==> config.mk <==
export PLATFORM = sky130hd
export DESIGN_NAME = edu_tpu_mm_flat
export DESIGN_NICKNAME = d
export VERILOG_FILES = /design/src/rtl/edu_tpu_mm_if.sv /design/src/rtl/edu_tpu_mm.sv /design/src/flat_wrapper.sv
export SDC_FILE = /design/constraint.sdc
export NUM_CORES = 2
export LEC_CHECK = 0
export CAP_MARGIN = 15
export CORE_ASPECT_RATIO = 1.1
export CORE_MARGIN = 4
export CORE_UTILIZATION = 63
export CTS_BUF_LIST = sky130_fd_sc_hd__clkbuf_2 sky130_fd_sc_hd__clkbuf_4 sky130_fd_sc_hd__clkbuf_8
export CTS_CLUSTER_SIZE = 30
export DETAILED_ROUTE_END_ITERATION = 10
export GPL_TIMING_DRIVEN = 1
export PLACE_DENSITY = 0.87
export SLEW_MARGIN = 40
export SYNTH_ARGS = -nofsm -noshare
export SYNTH_HDL_FRONTEND = slang
export SYNTH_SLANG_ARGS = --single-unit
==> constraint.sdc <==
create_clock -name caravel_wb_clk_i -period 35.6 [get_ports caravel_wb_clk_i]
set_input_delay 10.68 -clock caravel_wb_clk_i [delete_from_list [all_inputs] [get_ports caravel_wb_clk_i]]
set_output_delay 10.68 -clock caravel_wb_clk_i [all_outputs]
set_load 0.1 [all_outputs]
==> src/rtl/edu_tpu_mm_if.sv <==
// Wishbone slave bundle for the edu_tpu_mm register window.
interface edu_tpu_mm_if;
  logic        caravel_wb_stb_i;
  logic        caravel_wb_cyc_i;
  logic        caravel_wb_we_i;
  logic [3:0]  caravel_wb_sel_i;
  logic [31:0] caravel_wb_dat_i;
  logic [31:0] caravel_wb_adr_i;
  logic        caravel_wb_ack_o;
  logic [31:0] caravel_wb_dat_o;

  // A request is valid while cyc & stb are high and is complete on the single-cycle ack;
  // the master holds the request stable until it sees ack, then drops stb.
  modport master (
    output caravel_wb_stb_i, caravel_wb_cyc_i, caravel_wb_we_i,
           caravel_wb_sel_i, caravel_wb_dat_i, caravel_wb_adr_i,
    input  caravel_wb_ack_o, caravel_wb_dat_o
  );

  modport slave (
    input  caravel_wb_stb_i, caravel_wb_cyc_i, caravel_wb_we_i,
           caravel_wb_sel_i, caravel_wb_dat_i, caravel_wb_adr_i,
    output caravel_wb_ack_o, caravel_wb_dat_o
  );
endinterface

==> src/rtl/edu_tpu_mm.sv <==
// Wishbone-attached N x N output-stationary systolic matrix multiplier (C = A x W)
// with memory-mapped operands, results, control and status.
module edu_tpu_mm #(
  parameter logic [31:0] BASE_ADDRESS = 32'h3000_0000,
  parameter int          N            = 3,
  parameter int          DW           = 8,
  parameter int          ACCW         = 20
) (
  input  logic        caravel_wb_clk_i,
  input  logic        caravel_wb_rst_i,
  edu_tpu_mm_if.slave wb,
  output logic        done_irq_o,
  output logic [2:0]  dbg_state_o
);
  localparam int NN = N * N;
  localparam int TW = 5;
  localparam logic [TW-1:0] T_LAST = TW'(3 * N - 3);

  typedef enum logic [2:0] {
    S_IDLE  = 3'd0,
    S_CLR   = 3'd1,
    S_RUN   = 3'd2,
    S_DRAIN = 3'd3,
    S_DONE  = 3'd4
  } state_t;

  state_t          r_state, w_state_next;
  logic [TW-1:0]   r_t;
  logic [DW-1:0]   r_w [NN];
  logic [DW-1:0]   r_a [NN];
  logic [DW-1:0]   r_pa [NN];
  logic [DW-1:0]   r_pb [NN];
  logic [ACCW-1:0] r_acc [NN];
  logic [ACCW-1:0] r_c [NN];
  logic            r_signed, r_c_signed, r_done, r_err, r_ack;
  logic [31:0]     r_dat;

  logic            w_busy, w_hit, w_ack_next, w_aligned, w_wr, w_idx_ok;
  logic            w_ctrl_wr, w_start_req, w_clear_req, w_op_wr;
  logic [1:0]      w_region;
  logic [5:0]      w_idx;
  logic [31:0]     w_rdata, w_status;
  logic [DW-1:0]   w_a_in [N];
  logic [DW-1:0]   w_b_in [N];
  logic [DW-1:0]   w_pa_in [NN];
  logic [DW-1:0]   w_pb_in [NN];
  logic [ACCW-1:0] w_mac [NN];

  function automatic logic [ACCW-1:0] ext_op(input logic [DW-1:0] v, input logic s);
    ext_op = s ? ACCW'($signed(v)) : ACCW'(v);
  endfunction

  assign w_hit      = wb.caravel_wb_cyc_i & wb.caravel_wb_stb_i &
                      (wb.caravel_wb_adr_i[31:10] == BASE_ADDRESS[31:10]);
  assign w_ack_next = w_hit & ~r_ack;
  assign w_region   = wb.caravel_wb_adr_i[9:8];
  assign w_idx      = wb.caravel_wb_adr_i[7:2];
  assign w_aligned  = (wb.caravel_wb_adr_i[1:0] == 2'b00);
  assign w_idx_ok   = (int'({26'd0, w_idx}) < NN);
  assign w_wr       = w_ack_next & wb.caravel_wb_we_i & wb.caravel_wb_sel_i[0] & w_aligned;
  assign w_ctrl_wr  = w_wr & (w_region == 2'd0) & (w_idx == 6'd0);
  assign w_start_req = w_ctrl_wr & wb.caravel_wb_dat_i[0] & ~wb.caravel_wb_dat_i[1];
  assign w_clear_req = w_ctrl_wr & wb.caravel_wb_dat_i[1];
  assign w_op_wr    = w_wr & w_idx_ok & ((w_region == 2'd1) | (w_region == 2'd2));
  assign w_status   = {20'd0, 4'(N), 5'd0, r_err, r_done, w_busy};

  assign wb.caravel_wb_ack_o = r_ack;
  assign wb.caravel_wb_dat_o = r_dat;
  assign done_irq_o          = r_done;
  assign dbg_state_o         = r_state;

  always_comb begin
    w_state_next = r_state;
    w_busy       = 1'b0;
    case (r_state)
      S_IDLE:  if (w_start_req) w_state_next = S_CLR;
      S_CLR: begin
        w_busy       = 1'b1;
        w_state_next = S_RUN;
      end
      S_RUN: begin
        w_busy = 1'b1;
        if (r_t == T_LAST) w_state_next = S_DRAIN;
      end
      S_DRAIN: begin
        w_busy       = 1'b1;
        w_state_next = S_DONE;
      end
      S_DONE:  w_state_next = w_start_req ? S_CLR : S_IDLE;
      default: w_state_next = S_IDLE;
    endcase
  end

  // Row i sees A[i][k] and column j sees W[k][j] at step k+i / k+j, which skews
  // the operands so that matching pairs meet in PE(i,j) at step k+i+j.
  always_comb begin
    for (int i = 0; i < N; i++) begin
      w_a_in[i] = '0;
      w_b_in[i] = '0;
    end
    for (int i = 0; i < N; i++) begin
      for (int k = 0; k < N; k++) begin
        if (r_t == TW'(i + k)) begin
          w_a_in[i] = r_a[i*N + k];
          w_b_in[i] = r_w[k*N + i];
        end
      end
    end
  end

  for (genvar gi = 0; gi < N; gi++) begin : g_row
    for (genvar gj = 0; gj < N; gj++) begin : g_col
      localparam int P = gi * N + gj;
      if (gj == 0) begin : g_left
        assign w_pa_in[P] = w_a_in[gi];
      end else begin : g_inner_a
        assign w_pa_in[P] = r_pa[P-1];
      end
      if (gi == 0) begin : g_top
        assign w_pb_in[P] = w_b_in[gj];
      end else begin : g_inner_b
        assign w_pb_in[P] = r_pb[P-N];
      end
      assign w_mac[P] = r_acc[P] + ext_op(w_pa_in[P], r_signed) * ext_op(w_pb_in[P], r_signed);
    end
  end

  always_comb begin
    w_rdata = '0;
    if (w_aligned) begin
      case (w_region)
        2'd0: if (w_idx == 6'd1) w_rdata = w_status;
        2'd1: for (int e = 0; e < NN; e++) if (w_idx == 6'(e)) w_rdata = 32'(r_w[e]);
        2'd2: for (int e = 0; e < NN; e++) if (w_idx == 6'(e)) w_rdata = 32'(r_a[e]);
        default: begin
          for (int e = 0; e < NN; e++) begin
            if (w_idx == 6'(e))
              w_rdata = r_c_signed ? 32'($signed(r_c[e])) : 32'(r_c[e]);
          end
        end
      endcase
    end
  end

  always_ff @(posedge caravel_wb_clk_i or posedge caravel_wb_rst_i) begin
    if (caravel_wb_rst_i) begin
      r_state    <= S_IDLE;
      r_t        <= '0;
      r_signed   <= 1'b0;
      r_c_signed <= 1'b0;
      r_done     <= 1'b0;
      r_err      <= 1'b0;
      r_ack      <= 1'b0;
      r_dat      <= '0;
      for (int e = 0; e < NN; e++) begin
        r_w[e]   <= '0;
        r_a[e]   <= '0;
        r_pa[e]  <= '0;
        r_pb[e]  <= '0;
        r_acc[e] <= '0;
        r_c[e]   <= '0;
      end
    end else begin
      r_state <= w_state_next;
      r_ack   <= w_ack_next;
      r_dat   <= (w_ack_next & ~wb.caravel_wb_we_i) ? w_rdata : 32'd0;

      if (r_state == S_CLR)      r_t <= '0;
      else if (r_state == S_RUN) r_t <= r_t + 1'b1;

      for (int e = 0; e < NN; e++) begin
        if (r_state == S_CLR) begin
          r_pa[e]  <= '0;
          r_pb[e]  <= '0;
          r_acc[e] <= '0;
        end else if (r_state == S_RUN) begin
          r_pa[e]  <= w_pa_in[e];
          r_pb[e]  <= w_pb_in[e];
          r_acc[e] <= w_mac[e];
        end
        if (r_state == S_DRAIN) r_c[e] <= r_acc[e];
        if (w_op_wr && !w_busy && w_idx == 6'(e)) begin
          if (w_region == 2'd1) r_w[e] <= wb.caravel_wb_dat_i[DW-1:0];
          else                  r_a[e] <= wb.caravel_wb_dat_i[DW-1:0];
        end
      end

      if (r_state == S_DRAIN) r_c_signed <= r_signed;
      if (w_start_req && !w_busy) r_signed <= wb.caravel_wb_dat_i[2];

      // Completion outranks a CLEAR landing on the same edge.
      if (r_state == S_DRAIN)                      r_done <= 1'b1;
      else if ((w_start_req || w_clear_req) && !w_busy) r_done <= 1'b0;

      if (w_clear_req)
        r_err <= 1'b0;
      else if (w_busy && (w_op_wr || (w_ctrl_wr && wb.caravel_wb_dat_i[0])))
        r_err <= 1'b1;
    end
  end
endmodule

==> src/flat_wrapper.sv <==
// flat-port wrapper written by rule: the top's interface ports become plain ports
module edu_tpu_mm_flat 
#(
  parameter logic [31:0] BASE_ADDRESS = 32'h3000_0000,
  parameter int          N            = 3,
  parameter int          DW           = 8,
  parameter int          ACCW         = 20
)
  (caravel_wb_clk_i, caravel_wb_rst_i, done_irq_o, dbg_state_o, wb_caravel_wb_stb_i, wb_caravel_wb_cyc_i, wb_caravel_wb_we_i, wb_caravel_wb_sel_i, wb_caravel_wb_dat_i, wb_caravel_wb_adr_i, wb_caravel_wb_ack_o, wb_caravel_wb_dat_o);
  edu_tpu_mm_if wb_i ();
  input  logic caravel_wb_clk_i;
  input  logic caravel_wb_rst_i;
  output logic done_irq_o;
  output logic [2:0] dbg_state_o;
  input wire logic [$bits(wb_i.caravel_wb_stb_i)-1:0] wb_caravel_wb_stb_i;
  input wire logic [$bits(wb_i.caravel_wb_cyc_i)-1:0] wb_caravel_wb_cyc_i;
  input wire logic [$bits(wb_i.caravel_wb_we_i)-1:0] wb_caravel_wb_we_i;
  input wire logic [$bits(wb_i.caravel_wb_sel_i)-1:0] wb_caravel_wb_sel_i;
  input wire logic [$bits(wb_i.caravel_wb_dat_i)-1:0] wb_caravel_wb_dat_i;
  input wire logic [$bits(wb_i.caravel_wb_adr_i)-1:0] wb_caravel_wb_adr_i;
  output wire logic [$bits(wb_i.caravel_wb_ack_o)-1:0] wb_caravel_wb_ack_o;
  output wire logic [$bits(wb_i.caravel_wb_dat_o)-1:0] wb_caravel_wb_dat_o;
  assign wb_i.caravel_wb_stb_i = wb_caravel_wb_stb_i;
  assign wb_i.caravel_wb_cyc_i = wb_caravel_wb_cyc_i;
  assign wb_i.caravel_wb_we_i = wb_caravel_wb_we_i;
  assign wb_i.caravel_wb_sel_i = wb_caravel_wb_sel_i;
  assign wb_i.caravel_wb_dat_i = wb_caravel_wb_dat_i;
  assign wb_i.caravel_wb_adr_i = wb_caravel_wb_adr_i;
  assign wb_caravel_wb_ack_o = wb_i.caravel_wb_ack_o;
  assign wb_caravel_wb_dat_o = wb_i.caravel_wb_dat_o;
  edu_tpu_mm #(.BASE_ADDRESS(BASE_ADDRESS), .N(N), .DW(DW), .ACCW(ACCW)) u_core (.caravel_wb_clk_i(caravel_wb_clk_i), .caravel_wb_rst_i(caravel_wb_rst_i), .wb(wb_i), .done_irq_o(done_irq_o), .dbg_state_o(dbg_state_o));
endmodule
==> run_results.csv <==
group,metric,value,unit
placement,port_buffers,82,
global_routing,grt_max_degree,137,
worst_setup_path,crit_path_max_incr_delay,0.66,ns
clocking,cts_root_buffer,"clkbuf_8",
synth,synth_nets,9245,
worst_setup_path,timing.critical_path.mode_cell,"or3_1",
die,die-area,0.123,mm²
synth,synth_top_cell_by_area,"fa_1",
global_routing,grt_pass1_wl,316000,µm
placement,gp_congestion,0.956,
worst_setup_path,crit_fanout,9,
run_status,outcome,"finished clean",
die,rows,131,
routing,wirelength,195000,µm
global_routing,grt_antenna_before_repair,13,
worst_setup_path,r2r_slack,26.45,ns
worst_setup_path,crit_start,"wb_caravel_wb_adr_i[29]",
routing,wl_per_cell,21.9,µm
synth,synthesis.area,0.0740,mm²
synth,yosysTopAreaCellShare,31.6,%
clocking,insertion_delay,0.81,ns
clocking,clk_pin_slew,0.06,ns
worst_setup_path,end_kind,"register",
timing,timing.final.crit_share,38.8,%
hold_path,holdPathStages,2,
timing,tns,0,ns
synth,ys_seq_area_share,21.4,%
flow_run,drv_cap,0,
worst_setup_path,cp.required,36.24,ns
die,die_w,335,µm
worst_setup_path,ff2ff_path_depth,32,
hold_path,hold_class,"reg2reg",
global_routing,first_global_vias,59149,
clocking,clk_path_buf_depth,3,
die,dieHeight,368,µm
pwr,ir_drop,26.3,µV
layout,final_cell_mix,"inv_1 (1472), fa_1 (1169), nand2_1 (792)",
clocking,numCtsBuffers,105,
synth,ys_seq_elements,634,
clocking,post_cts_resized,0,
pwr,powerDensity,18.8,mW/mm²
die,ios,110,
synth,ys.flop_type,"dfrtp_1",
layout,fin_nets,9186,
layout,final_common_cell,"inv_1",
synth,syn_area_per_cell,10.1,µm²
layout,area_delta_synth_final,5.75,%
pwr,p_leak,42.0,nW
die,core,0.116,mm²
die,initial_core_util,63.6,%
worst_setup_path,worst-setup-path-type,"in2reg",
timing,fin_crit,13.82,ns
layout,fillers,8168,
timing,setup_viol,0,
clocking,htreeDepth,3,
timing,slew_headroom,38.2,%
timing,tightest_slew,0.922,ns
hold_path,hold_end,"u_core.r_c[123]$_DFFE_PP0P_",
global_routing,grt_util_all_layers,32.8,%
timing,slew_violations,0,
synth,synth_cell_types,75,
clocking,cts_setup_buffers,0,
worst_setup_path,cpMaxStageDelayCell,"or3_1",
routing,routed_via_density,6.06,
timing,finalHoldViolations,0,
worst_setup_path,r2r_end,"u_core.r_acc[139]$_DFFE_PP0P_",
layout,drive_gt1_share,7.31,%
clocking,cts_tree,"built",
synth,syn_inst,7355,
synth,synth_area_leaders,"fa_1 (32%), dfrtp_1 (21%), ha_1 (11%)",
layout,finalCoreUtilization,67.3,%
timing,fmax,72.3,MHz
worst_setup_path,r2r_start,"u_core.r_t[0]$_DFFE_PP0P_",
routing,vias,53965,
placement,dp_hpwl,151000,µm
worst_setup_path,crit_arrival,14.46,ns
routing,drt_iter0_markers,5166,
routing,drcViolationCount,0,
worst_setup_path,worstPathCellList,"clkdlybuf4s50_1 > nor4bb_1 > and4_1 > nand4_2 > nor4_2 > o2111ai_1 > or3_1 > or3_1 > mux2_4",
global_routing,grt_overflow,0,
clocking,cts_hold_buffers,0,
synth,synthArstFlopShare,100,%
worst_setup_path,cp-start-kind,"input port",
hold_path,hold_path_startpoint,"u_core.r_c[123]$_DFFE_PP0P_",
routing,detail-route-antenna-nets,0,
synth,synth-edff-count,0,
timing,rsz0062_at_grt,"false",
routing,dr.pass1.iters,8,
timing,final.setup_skew,0.0813,ns
clocking,cts_sinks,634,
synth,synth_warnings,0,
==> state kept, by name (all words and copies together) (netlist names) <==
name and cells:
u_core.done_irq_o 1, u_core.r_pa 48, u_core.r_w 72, u_core.r_a 72
u_core.wb.caravel_wb_ack_o 1, u_core.r_pb 48, u_core.r_t 5, u_core.r_err 1
u_core.wb.caravel_wb_dat_o 21, u_core.dbg_state_o 3, u_core.r_acc 180, u_core.r_signed 1
u_core.r_c 180, u_core.r_c_signed 1
==> where the power goes <==
part,internal (mW),switching [mW],leakage [nW]
combinational,0.00944,0.0277,31.9
clock,0.393,0.323,1.24
sequential,0.721,0.000000000200,8.84
==> routing by layer <==
layer,vias to the layer above,track usage [%],routed length [µm]
met5,-,0,47
met4,6,19.5,13900
met3,828,7.08,18100
met2,2763,53.7,93300
met1,27380,40.2,69500
li1,22988,-,-
==> critical path, delay by kind of cell <==
kind | cells | cell delay [ns]
AO/OA/AOI/OAI | 1 | 0.30
multiplexers | 1 | 0.39
buffers and inverters | 1 | 0.45
AND/OR/NAND/NOR | 6 | 2.62
==> stage by stage <==
stage	instance area, µm²	power [mW]	setup WS [ns]	hold WS, ns	std cells
final	78300	1.47	21.78	0.473	8911
after global routing	78300	1.51	21.69	0.482	8908
after CTS	78200	1.47	21.90	0.472	8906
after detailed placement	75900	0.771	21.13	0.457	8717
after global placement	76000	0.770	21.00	0.450	8716
after floorplan	74000	0.756	7.16	0.438	7355
==> area by class of cell <==
type / count / area (µm²) / area share [%]
flip-flops and latches: 634 / 15900 / 20.3
inverters: 1475 / 5550 / 7.09
repair buffers: 142 / 1140 / 1.46
multi-input cells: 4938 / 51500 / 65.8
well taps: 1529 / 1910 / 2.44
clock inverters: 29 / 318 / 0.406
diodes: 4 / 10.0 / 0.0128
clock buffers: 160 / 2010 / 2.57
==> synthesized netlist by cell type (all sizes together) (13+ instances only) <==
library cell / n
inv: 1475
fa: 1169
nand2: 794
ha: 648
dfrtp: 634
and2: 393
o21ai: 308
clkbuf: 253
xnor2: 230
nor2: 189
mux2: 161
a21oi: 131
a22o: 124
xor2: 105
and3: 67
o22ai: 65
buf: 55
a22oi: 53
a21o: 44
mux4: 42
nor3: 37
mux2i: 34
nand2b: 34
a211oi: 32
nand3: 29
o21bai: 21
nor2b: 19
or3: 17
a221o: 16
o211ai: 16
o32ai: 14
or2: 14
nor4: 13
==> logic make-up after synthesis <==
kind of cell             count (synthesis)  synth area share (%)
multiplexers                           237                  4.27
AND/OR/NAND/NOR                       1628                  10.5
AO/OA/AOI/OAI                          921                  8.16
flip-flops                             634                  21.4
XOR/XNOR                               335                  3.96
adder cells (fa/ha/maj)               1817                  42.6
buffers and inverters                 1783                  9.15
==> how the worst max path moves through the flow <==
stage / end / depth (start not counted)
after floorplan: u_core.dbg_state_o[0]$_DFFE_PP0P_ / 1
after global placement: u_core.r_acc[19]$_DFFE_PP0P_ / 5
after detailed placement: u_core.r_a[43]$_DFFE_PP0P_ / 9
after CTS: u_core.r_a[40]$_DFFE_PP0P_ / 9
after global routing: u_core.r_a[47]$_DFFE_PP0P_ / 9
final: u_core.r_a[40]$_DFFE_PP0P_ / 9
Power figures use the tool's default switching activity.
